[src/rtl/rainbow_pkg.sv]
`default_nettype none
// ============================================================================
//  Module   : rainbow_pkg
//  Purpose  : Shared types, constants and pattern decode for the rainbow
//             phase decoder.
//  Revision : 1.0 - initial release
// ============================================================================
package rainbow_pkg;

    localparam int NUM_PHASES = 6;

    typedef logic [2:0] phase_idx_t;

    typedef enum logic [1:0] {
        UNLOCKED = 2'd0,
        ACQUIRE  = 2'd1,
        LOCKED   = 2'd2
    } lock_state_t;

    // Returns {valid, idx}. Three adjacent lit lines form a legal phase;
    // every other pattern decodes as invalid with idx 0.
    function automatic logic [3:0] pattern_to_idx(input logic [5:0] pat);
        logic [3:0] res;
        case (pat)
            6'b000111: res = {1'b1, 3'd0};
            6'b001110: res = {1'b1, 3'd1};
            6'b011100: res = {1'b1, 3'd2};
            6'b111000: res = {1'b1, 3'd3};
            6'b110001: res = {1'b1, 3'd4};
            6'b100011: res = {1'b1, 3'd5};
            default:   res = 4'b0000;
        endcase
        return res;
    endfunction

endpackage
`default_nettype wire

[src/rtl/rainbow_phase_decoder_if.sv]
`default_nettype none
// ============================================================================
//  Module   : rainbow_phase_decoder_if
//  Purpose  : Phase lines, error clear and status outputs of the decoder.
//  Revision : 1.0 - initial release
// ============================================================================
interface rainbow_phase_decoder_if #(
    parameter int CNT_W = 32
);
    logic [5:0]       phase_in;
    logic             clear_err;
    logic [2:0]       phase_idx;
    logic             phase_valid;
    logic             step;
    logic             dir;
    logic             locked;
    logic [CNT_W-1:0] interval;
    logic             err_pattern;
    logic             err_skip;
    logic             err_timeout;

    modport master (
        output phase_in, clear_err,
        input  phase_idx, phase_valid, step, dir, locked, interval,
               err_pattern, err_skip, err_timeout
    );

    modport slave (
        input  phase_in, clear_err,
        output phase_idx, phase_valid, step, dir, locked, interval,
               err_pattern, err_skip, err_timeout
    );
endinterface
`default_nettype wire

[src/rtl/rainbow_phase_decoder_sync_2ff.sv]
`default_nettype none
// ============================================================================
//  Module   : sync_2ff
//  Purpose  : Two-flop synchroniser for asynchronous inputs, active-low
//             synchronous reset.
//  Revision : 1.0 - initial release
// ============================================================================
module sync_2ff #(
    parameter int WIDTH = 1
) (
    input  wire              clk,
    input  wire              reset,
    input  wire  [WIDTH-1:0] d,
    output logic [WIDTH-1:0] q
);
    logic [WIDTH-1:0] r_meta;

    // Metastability stage followed by the stable output stage.
    always_ff @(posedge clk) begin
        if (!reset) begin
            r_meta <= '0;
            q      <= '0;
        end else begin
            r_meta <= d;
            q      <= r_meta;
        end
    end
endmodule
`default_nettype wire

[src/rtl/rainbow_phase_decoder.sv]
`default_nettype none
// ============================================================================
//  Module   : rainbow_phase_decoder
//  Purpose  : Decodes the rotating six-line rainbow phase pattern into an
//             index and direction, measures step interval, tracks lock and
//             reports illegal patterns, skipped steps and stalls.
//  Revision : 1.0 - initial release
// ============================================================================
module rainbow_phase_decoder
    import rainbow_pkg::*;
#(
    parameter int LIGHT_INTERVAL = 12_000_000,
    parameter int TIMEOUT_CYCLES = 2 * LIGHT_INTERVAL,
    parameter int LOCK_STEPS     = 3,
    parameter int CNT_W          = 32
) (
    input wire                      clk,
    input wire                      reset,
    rainbow_phase_decoder_if.slave  bus
);
    localparam int GOOD_W = $clog2(LOCK_STEPS + 1);

    localparam logic [1:0]       c_st_unlocked  = UNLOCKED;
    localparam logic [1:0]       c_st_acquire   = ACQUIRE;
    localparam logic [1:0]       c_st_locked    = LOCKED;
    localparam logic [CNT_W-1:0] c_timeout_last = CNT_W'(TIMEOUT_CYCLES - 1);
    localparam logic [GOOD_W-1:0] c_lock_steps  = GOOD_W'(LOCK_STEPS);

    logic [5:0]        w_synced;
    logic [5:0]        r_prev;
    phase_idx_t        r_phase_idx;
    logic              r_phase_valid;
    logic              r_step;
    logic              r_dir;
    logic [1:0]        r_state;
    logic [GOOD_W-1:0] r_good;
    logic [CNT_W-1:0]  r_gap;
    logic [CNT_W-1:0]  r_interval;
    logic              r_err_pattern;
    logic              r_err_skip;
    logic              r_err_timeout;

    logic [3:0]        w_dec;
    logic              w_new_valid;
    phase_idx_t        w_new_idx;
    phase_idx_t        w_p_next;
    phase_idx_t        w_p_prev;
    logic              w_change;
    logic              w_fwd;
    logic              w_bwd;
    logic              w_legal_chg;
    logic              w_illegal_chg;
    logic              w_is_step;
    logic              w_is_skip;
    logic              w_err_pat_set;
    logic              w_timeout;
    logic [1:0]        w_state_next;
    logic [GOOD_W-1:0] w_good_next;

    sync_2ff #(.WIDTH(6)) u_sync (
        .clk   (clk),
        .reset (reset),
        .d     (bus.phase_in),
        .q     (w_synced)
    );

    // Classify the synced pattern against the previous one.
    always_comb begin
        w_dec         = pattern_to_idx(w_synced);
        w_new_valid   = w_dec[3];
        w_new_idx     = w_dec[2:0];
        w_p_next      = (r_phase_idx == phase_idx_t'(NUM_PHASES - 1)) ? '0 : r_phase_idx + 1'b1;
        w_p_prev      = (r_phase_idx == '0) ? phase_idx_t'(NUM_PHASES - 1) : r_phase_idx - 1'b1;
        w_change      = (w_synced != r_prev);
        w_fwd         = (w_new_idx == w_p_next);
        w_bwd         = (w_new_idx == w_p_prev);
        w_legal_chg   = w_change && w_new_valid;
        w_illegal_chg = w_change && !w_new_valid;
        w_is_step     = w_legal_chg && r_phase_valid && (w_fwd || w_bwd);
        w_is_skip     = w_legal_chg && r_phase_valid && !(w_fwd || w_bwd);
        w_err_pat_set = w_illegal_chg && r_phase_valid;
        // A step landing on the last allowed cycle rescues the lock.
        w_timeout     = (r_state == c_st_locked) && (r_gap == c_timeout_last) && !w_is_step;
    end

    // Lock state and same-direction step count.
    always_comb begin
        w_state_next = r_state;
        w_good_next  = r_good;
        if (w_is_skip || w_illegal_chg || w_timeout) begin
            w_state_next = c_st_unlocked;
            w_good_next  = '0;
        end else if (w_legal_chg) begin
            case (r_state)
                c_st_unlocked: begin
                    w_state_next = c_st_acquire;
                    w_good_next  = '0;
                end
                c_st_acquire: begin
                    if (w_is_step) begin
                        w_good_next = (w_fwd == r_dir) ? r_good + 1'b1 : GOOD_W'(1);
                        if (w_good_next == c_lock_steps) begin
                            w_state_next = c_st_locked;
                        end
                    end
                end
                c_st_locked: begin
                    if (w_is_step && (w_fwd != r_dir)) begin
                        w_state_next = c_st_acquire;
                        w_good_next  = GOOD_W'(1);
                    end
                end
                default: begin
                    w_state_next = c_st_unlocked;
                    w_good_next  = '0;
                end
            endcase
        end
    end

    // Previous pattern, decoded phase, step pulse and direction.
    always_ff @(posedge clk) begin
        if (!reset) begin
            r_prev        <= '0;
            r_phase_idx   <= '0;
            r_phase_valid <= 1'b0;
            r_step        <= 1'b0;
            r_dir         <= 1'b0;
        end else begin
            r_prev <= w_synced;
            r_step <= w_is_step;
            if (w_legal_chg) begin
                r_phase_idx   <= w_new_idx;
                r_phase_valid <= 1'b1;
            end else if (w_illegal_chg) begin
                r_phase_valid <= 1'b0;
            end
            if (w_is_step) begin
                r_dir <= w_fwd;
            end
        end
    end

    // FSM registers.
    always_ff @(posedge clk) begin
        if (!reset) begin
            r_state <= c_st_unlocked;
            r_good  <= '0;
        end else begin
            r_state <= w_state_next;
            r_good  <= w_good_next;
        end
    end

    // Saturating gap counter; interval captures the step-to-step distance.
    always_ff @(posedge clk) begin
        if (!reset) begin
            r_gap      <= '0;
            r_interval <= '0;
        end else if (w_is_step) begin
            r_gap      <= '0;
            r_interval <= (r_gap == '1) ? r_gap : r_gap + 1'b1;
        end else if (r_gap != '1) begin
            r_gap <= r_gap + 1'b1;
        end
    end

    // Sticky error flags; a set in the clearing cycle keeps the flag high.
    always_ff @(posedge clk) begin
        if (!reset) begin
            r_err_pattern <= 1'b0;
            r_err_skip    <= 1'b0;
            r_err_timeout <= 1'b0;
        end else begin
            if (w_err_pat_set)      r_err_pattern <= 1'b1;
            else if (bus.clear_err) r_err_pattern <= 1'b0;
            if (w_is_skip)          r_err_skip    <= 1'b1;
            else if (bus.clear_err) r_err_skip    <= 1'b0;
            if (w_timeout)          r_err_timeout <= 1'b1;
            else if (bus.clear_err) r_err_timeout <= 1'b0;
        end
    end

    assign bus.phase_idx   = r_phase_idx;
    assign bus.phase_valid = r_phase_valid;
    assign bus.step        = r_step;
    assign bus.dir         = r_dir;
    assign bus.locked      = (r_state == c_st_locked);
    assign bus.interval    = r_interval;
    assign bus.err_pattern = r_err_pattern;
    assign bus.err_skip    = r_err_skip;
    assign bus.err_timeout = r_err_timeout;

endmodule
`default_nettype wire
[src/flat_wrapper.sv]
// flat-port wrapper written by rule: the top's interface ports become plain ports
module rainbow_phase_decoder_flat import rainbow_pkg::*;
#(
    parameter int LIGHT_INTERVAL = 12_000_000,
    parameter int TIMEOUT_CYCLES = 2 * LIGHT_INTERVAL,
    parameter int LOCK_STEPS     = 3,
    parameter int CNT_W          = 32
)
  (clk, reset, bus_phase_in, bus_clear_err, bus_phase_idx, bus_phase_valid, bus_step, bus_dir, bus_locked, bus_interval, bus_err_pattern, bus_err_skip, bus_err_timeout);
  rainbow_phase_decoder_if #(.CNT_W(CNT_W)) bus_i ();
  input wire clk;
  input wire reset;
  input wire logic [$bits(bus_i.phase_in)-1:0] bus_phase_in;
  input wire logic [$bits(bus_i.clear_err)-1:0] bus_clear_err;
  output wire logic [$bits(bus_i.phase_idx)-1:0] bus_phase_idx;
  output wire logic [$bits(bus_i.phase_valid)-1:0] bus_phase_valid;
  output wire logic [$bits(bus_i.step)-1:0] bus_step;
  output wire logic [$bits(bus_i.dir)-1:0] bus_dir;
  output wire logic [$bits(bus_i.locked)-1:0] bus_locked;
  output wire logic [$bits(bus_i.interval)-1:0] bus_interval;
  output wire logic [$bits(bus_i.err_pattern)-1:0] bus_err_pattern;
  output wire logic [$bits(bus_i.err_skip)-1:0] bus_err_skip;
  output wire logic [$bits(bus_i.err_timeout)-1:0] bus_err_timeout;
  assign bus_i.phase_in = bus_phase_in;
  assign bus_i.clear_err = bus_clear_err;
  assign bus_phase_idx = bus_i.phase_idx;
  assign bus_phase_valid = bus_i.phase_valid;
  assign bus_step = bus_i.step;
  assign bus_dir = bus_i.dir;
  assign bus_locked = bus_i.locked;
  assign bus_interval = bus_i.interval;
  assign bus_err_pattern = bus_i.err_pattern;
  assign bus_err_skip = bus_i.err_skip;
  assign bus_err_timeout = bus_i.err_timeout;
  rainbow_phase_decoder #(.LIGHT_INTERVAL(LIGHT_INTERVAL), .TIMEOUT_CYCLES(TIMEOUT_CYCLES), .LOCK_STEPS(LOCK_STEPS), .CNT_W(CNT_W)) u_core (.clk(clk), .reset(reset), .bus(bus_i));
endmodule
[config.mk]
export PLATFORM = sky130hd
export DESIGN_NAME = rainbow_phase_decoder_flat
export DESIGN_NICKNAME = d
export VERILOG_FILES = /design/src/rtl/rainbow_pkg.sv /design/src/rtl/rainbow_phase_decoder_if.sv /design/src/rtl/rainbow_phase_decoder_sync_2ff.sv /design/src/rtl/rainbow_phase_decoder.sv /design/src/flat_wrapper.sv
export SDC_FILE = /design/constraint.sdc
export NUM_CORES = 1
export LEC_CHECK = 0
export ABC_CLOCK_PERIOD_IN_PS = 6100
export CORE_MARGIN = 2
export CORE_UTILIZATION = 57
export CTS_CLUSTER_DIAMETER = 80
export CTS_CLUSTER_SIZE = 30
export DETAILED_ROUTE_END_ITERATION = 12
export GPL_ROUTABILITY_DRIVEN = 0
export PLACE_DENSITY = 0.88
export REMOVE_ABC_BUFFERS = 1
export SYNTH_ARGS = -nofsm -noshare
export SYNTH_HDL_FRONTEND = slang
export SYNTH_HIERARCHICAL = 1
export SYNTH_SLANG_ARGS = --single-unit
[constraint.sdc]
create_clock -name clk -period 6.1 [get_ports clk]
set_clock_uncertainty 0.1 [all_clocks]
set_input_delay 1.22 -clock clk [delete_from_list [all_inputs] [get_ports clk]]
set_output_delay 1.22 -clock clk [all_outputs]
set_load 0.02 [all_outputs]
==> impl_metrics.py, run 1 <==
metrics = {
    "clock_network": {
        "cts_setup_buffers": 0,
        "cts_buffers": 9,
        "cts_root_buf": "clkbuf_8",
        "insertion_delay_ps": 360,
        "ctsHoldBuffers": 0,
        "cts.htree.levels": 3,
        "clockBufferDepth": 2,
        "cts.clk_slew.worst_paths_ps": 90,
        "clock_sinks": 95,
        "cts_resized": 0,
        "tritoncts": "built",
    },
    "critical_path": {
        "path_max_fanout": 67,
        "cp.arrival_ps": 3810,
        "slowest_stage": "nand2b_1",
        "cp_top_family": "simple AND/OR/NAND/NOR gates",
        "worstPathRequired_ps": 6200,
        "path_cells": "and4bb_2, o21a_1, nor3_2, a221o_1, a21boi_1, nor3b_2, buf_4, nand2b_1, nor2_1",
        "start_kind": "register",
        "crit_type": "register to register",
        "cp.buffers_inverters": 1,
        "cp-end-kind": "register",
        "critPathMaxStageDelay_ps": 990,
    },
    "logic_synthesis": {
        "ys_seq_elements": 95,
        "yosysSeqAreaShare_pct": 44.7,
        "ys.flop_type": "dfxtp_1",
        "syn_avg_cell_area_um2": 9.28,
        "synthArstFlopShare_pct": 0,
        "yosys_warnings": 6,
        "synth-edff-count": 0,
        "syn-cell-area_um2": 4250,
        "synthCells": 458,
        "synth.distinct_cells": 56,
    },
    "place": {
        "io_buffers": 50,
        "hpwl_mm": 5.88,
        "dp_slack_ps": 2460,
        "dpl_cell_area_um2": 4780,
        "place_inst": 588,
    },
    "pwr": {
        "vdd_ir_drop_max_uv": 166,
        "leakage_nw": 2.08,
        "power.density_nw_per_um2": 217,
        "fin_total_pwr_mw": 1.08,
    },
    "cells_and_area": {
        "stdcell_area_um2": 4970,
        "diodes": 0,
        "syn2layout_area_growth_pct": 16.8,
        "drive_above_1_share_pct": 7.74,
        "final_cells": 603,
        "layout.nets": 514,
        "post-route-util_pct": 68.5,
        "nFillCells": 575,
    },
    "floorplanning": {
        "io_pins": 51,
        "dieHeight_um": 90.4,
        "core.rowCount": 31,
        "coreArea_um2": 7250,
        "start_util_pct": 58.6,
        "die-area_um2": 8170,
        "fp.dieW_um": 90.4,
    },
    "sta": {
        "rsz0062_at_grt": "no",
        "fmaxAchievable_mhz": 269,
        "hold_violations": 0,
        "period_share_pct": 60.8,
        "setup_slack_ps": 2390,
        "slew_headroom_pct": 20.6,
        "slew_viol_final": 0,
        "period_minus_slack_ps": 3710,
        "setup_violations": 0,
        "worst_pin_slew_ps": 1190,
        "setup_tns_ps": 0,
        "whs_ps": 341,
    },
    "min_path": {
        "hold_class": "register to register",
    },
    "run": {
        "maxCapViolations": 0,
    },
    "detailed_routing": {
        "ant_nets": 0,
        "wl_per_cell_um": 14.1,
        "vias_per_cell": 5.64,
        "vias": 3401,
        "wirelength_mm": 8.51,
        "first_pass_iters": 5,
        "drc_errors": 0,
        "drtIter0Drc": 208,
    },
    "grt": {
        "grt_pass1_wl_mm": 14.7,
        "grt_antenna_before_repair": 0,
        "grtUsageTotal_pct": 21.5,
        "grt_max_degree": 68,
        "grt.overflow.total": 0,
        "grt_pass1_vias": 3348,
    },
    "run_status": {
        "status": "completed",
    },
}
[layer usage]
| layer | vias to the layer above | global-route usage (%) | part of all wire [%] |
|---|---|---|---|
| met2 | 107 | 36.2 | 48 |
| met4 | 0 | 9.23 | 1.6 |
| met1 | 1598 | 27.2 | 46 |
| met3 | 14 | 3.92 | 5.3 |
| li1 | 1682 | - | - |
| met5 | - | 0 | 0 |
[logic make-up (layout without fill, tap and decap cells)]
group | Yosys count | after routing | share of synthesized area, %
AND/OR/NAND/NOR | 202 | 202 | 25.5
multiplexers | 5 | 5 | 1.18
XOR/XNOR | 42 | 42 | 8.83
adder cells (fa/ha/maj) | 5 | 5 | 1.47
buffers and inverters | 36 | 82 | 3.97
AO/OA/AOI/OAI | 73 | 73 | 14.4
flip-flops | 95 | 95 | 44.7
[path summary, 6_finish.rpt]
kind                                       from                             to  slack (ps)  cells after the start
min reg2reg  u_core/u_sync/r_meta[0]$_SDFF_PN0_  u_core/u_sync/q[0]$_SDFF_PN0_         340                      1
max reg2reg       u_core/u_sync/q[5]$_SDFF_PN0_   u_core/r_gap[8]$_SDFFE_PP0N_        2390                      9
min          u_core/u_sync/r_meta[0]$_SDFF_PN0_  u_core/u_sync/q[0]$_SDFF_PN0_         340                      1
max               u_core/u_sync/q[5]$_SDFF_PN0_   u_core/r_gap[8]$_SDFFE_PP0N_        2390                      9
[synth_stat cells (5+ instances only)]
master	count	share of area, %
and2_2	8	1.4
a21oi_1	8	0.94
mux2i_1	5	1.2
and2_1	16	2.4
dfxtp_1	95	45
nand3_1	11	1.3
o21ai_0	5	0.59
inv_1	15	1.3
buf_2	6	0.71
nor2b_1	8	1.2
nor4_1	9	1.3
nor3_1	11	1.3
nand2_1	50	4.4
xor2_1	20	4.1
nand4_1	11	1.6
ha_1	5	1.5
clkbuf_1	10	0.88
xnor2_1	21	4.3
nor2_1	48	4.2
o211a_1	32	7.5
[worst register-to-register path: cells and delay by family (launching register included)]
kind                   cells  cell delay (ps)
buffers and inverters      1              520
AND/OR/NAND/NOR            5             1860
flip-flops                 1              570
AO/OA/AOI/OAI              3              510
[layout make-up]
class	count	area (µm²)	area share (%)
Sequential cell	95	1900	38.3
Clock inverter	5	60.1	1.21
Tap cell	99	124	2.49
Multi-Input combinational cell	327	2190	44.0
Clock buffer	10	128	2.57
Inverter	15	56.3	1.13
Timing Repair Buffer	52	510	10.3
[state kept, by name, summed over array words and instances (netlist names)]
name / flops
u_core/bus.interval: 32
u_core/r_gap: 32
u_core/r_prev: 6
u_core/u_sync/q: 6
u_core/u_sync/r_meta: 6
u_core/bus.phase_idx: 3
u_core/r_good: 2
u_core/r_state: 2
u_core/bus.dir: 1
u_core/bus.err_pattern: 1
u_core/bus.err_skip: 1
u_core/bus.err_timeout: 1
u_core/bus.phase_valid: 1
u_core/bus.step: 1
[power by group]
group / internal [mW] / leakage, nW / switching (mW)
clock: 0.187 / 0.0806 / 0.210
sequential: 0.627 / 0.769 / 0.00766
combinational: 0.0196 / 1.24 / 0.0249
total: 0.834 / 2.08 / 0.242
[cells in the final DEF, fill, tap and decap left out, types with 3 or more instances in the layout]
cell,instances
a22oi_1,4
ha_1,5
and2_2,8
xor2_1,20
nor3_1,11
nor4_1,9
o211a_1,32
o21ai_0,5
and2_1,16
a21oi_1,8
clkinvlp_4,4
inv_1,15
nand2b_1,4
and4bb_1,3
clkdlybuf4s50_1,49
nand3_1,11
nor2_1,48
dfxtp_1,95
nand2_1,50
xnor2_1,21
nor2b_1,8
or2_2,3
and3_1,3
clkbuf_8,9
mux2i_1,5
and4_1,3
nand4_1,11
(Power assumes the default switching activity.)
==> inputs of run 2 (changes only) <==
Settings changed: ABC_CLOCK_PERIOD_IN_PS 6100 to 3900, CORE_UTILIZATION 57 to 55, PLACE_DENSITY 0.88 to 0.86.
Clock period 6.1 ns to 3.9 ns, I/O delays scaled along.
==> impl_metrics.py, run 2 (synthesis gave the netlist of run 1 again) <==
metrics = {
    "clock_network": {
        "cts_root_buf": "clkbuf_8",
        "cts.htree.levels": 3,
        "insertion_delay_ps": 370,
        "tritoncts": "built",
        "cts_resized": 0,
        "cts_setup_buffers": 0,
        "cts_buffers": 9,
        "cts.clk_slew.worst_paths_ps": 90,
        "ctsHoldBuffers": 0,
        "clockBufferDepth": 2,
        "clock_sinks": 95,
    },
    "cells_and_area": {
        "syn2layout_area_growth_pct": 18.2,
        "drive_above_1_share_pct": 7.92,
        "layout.nets": 514,
        "layout_commonest_cell": "dfxtp_1",
        "post-route-util_pct": 66.1,
        "final_cell_mix": "dfxtp_1, nand2_1, clkdlybuf4s50_1",
        "diodes": 0,
        "stdcell_area_um2": 5020,
    },
    "critical_path": {
        "cp.arrival_ps": 3240,
        "cp-end-kind": "register",
        "timing.rr.start": "u_core/u_sync/q[5]$_SDFF_PN0_",
        "crit_type": "register to register",
        "path_max_fanout": 32,
        "start_kind": "register",
        "worstRegToRegCells": 8,
        "r2r_slack_ps": 760,
        "worstPathRequired_ps": 4010,
        "r2r-end": "u_core/r_gap[21]$_SDFFE_PP0N_",
    },
    "floorplanning": {
        "fp.dieW_um": 91.9,
        "io_pins": 51,
        "die-area_um2": 8450,
        "core.rowCount": 32,
        "start_util_pct": 55.9,
        "coreArea_um2": 7610,
        "dieHeight_um": 91.9,
    },
    "detailed_routing": {
        "vias_per_cell": 5.57,
        "vias": 3383,
        "drtIter0Drc": 167,
        "first_pass_iters": 5,
        "drc_errors": 0,
        "wirelength_mm": 8.72,
        "ant_nets": 0,
        "wl_per_cell_um": 14.4,
    },
    "sta": {
        "rsz0062_at_grt": "no",
        "worst_pin_slew_ps": 1200,
        "setup_tns_ps": 0,
        "hold_violations": 0,
        "period_share_pct": 80.5,
        "period_minus_slack_ps": 3140,
        "slew_viol_final": 0,
        "setup_violations": 0,
        "slew_headroom_pct": 19.8,
        "fmaxAchievable_mhz": 319,
    },
    "grt": {
        "grt_max_degree": 67,
        "grt.overflow.total": 0,
        "grt_pass1_vias": 3326,
        "grtUsageTotal_pct": 21.5,
        "grt_antenna_before_repair": 0,
        "grt_pass1_wl_mm": 15.0,
    },
    "min_path": {
        "hp-start": "u_core/u_sync/r_meta[2]$_SDFF_PN0_",
        "holdPathEnd": "u_core/u_sync/q[2]$_SDFF_PN0_",
        "holdPathStages": 1,
        "hold_class": "register to register",
    },
    "place": {
        "dpl_cell_area_um2": 4780,
        "io_buffers": 50,
        "hpwl_mm": 5.93,
    },
    "pwr": {
        "power.density_nw_per_um2": 366,
        "vdd_ir_drop_max_uv": 235,
        "leakage_nw": 2.12,
    },
    "run_status": {
        "status": "completed",
    },
    "run": {
        "maxCapViolations": 0,
    },
}
run 2: report_power, final:
part           switching (mW)  internal [mW]
Sequential             0.0119          0.981
Combinational          0.0384         0.0306
Clock                   0.349          0.431
run 2: worst max path at each step:
stage | startpoint | end | slack (ps) | cells past startpoint
global placement | u_core/u_sync/q[5]$_SDFF_PN0_ | u_core/r_gap[13]$_SDFFE_PP0N_ | 950 | 8
floorplan | u_core/u_sync/q[5]$_SDFF_PN0_ | u_core/r_gap[0]$_SDFFE_PP0N_ | -2310 | 8
finish | u_core/u_sync/q[5]$_SDFF_PN0_ | u_core/r_gap[21]$_SDFFE_PP0N_ | 760 | 8
CTS | u_core/u_sync/q[5]$_SDFF_PN0_ | u_core/r_gap[28]$_SDFFE_PP0N_ | 790 | 8
global route | u_core/u_sync/q[5]$_SDFF_PN0_ | u_core/r_gap[17]$_SDFFE_PP0N_ | 470 | 8
detailed placement | u_core/u_sync/q[5]$_SDFF_PN0_ | u_core/r_gap[21]$_SDFFE_PP0N_ | 800 | 8
run 2: per-stage QoR:
| stage | worst slack, ps | total power, mW | std cells | hold slack (ps) |
|---|---|---|---|---|
| after global routing | 474 | 1.90 | 607 | 369 |
| final | 761 | 1.84 | 607 | 340 |
| after floorplan | -2310 | 1.05 | 437 | 312 |
| after detailed placement | 796 | 1.08 | 591 | 322 |
| after CTS | 786 | 1.85 | 607 | 344 |
| after global placement | 955 | 1.08 | 591 | 314 |
run 2: worst max-delay path, cell delays in order (launching register included):
cell and delay, ps:
dfxtp_1 570, and4bb_2 280, o21a_1 190, nor3_2 210, a221o_1 170, a21boi_1 130, nor3b_2 240, nand2b_1 940
nor2_1 140
run 2: area by class of cell:
class	count	area [µm²]
Clock buffer	10	128
Tap cell	102	128
Fill cell	609	2580
Inverter	15	56.3
Timing Repair Buffer	52	510
Multi-Input combinational cell	327	2190
Sequential cell	95	1900
Clock inverter	6	115
run 2: layer usage:
layer	global-route usage (%)	wire (µm)
met5	0	0
met4	8.21	132
met1	27.0	3940
met3	4.85	382
met2	36.2	4260
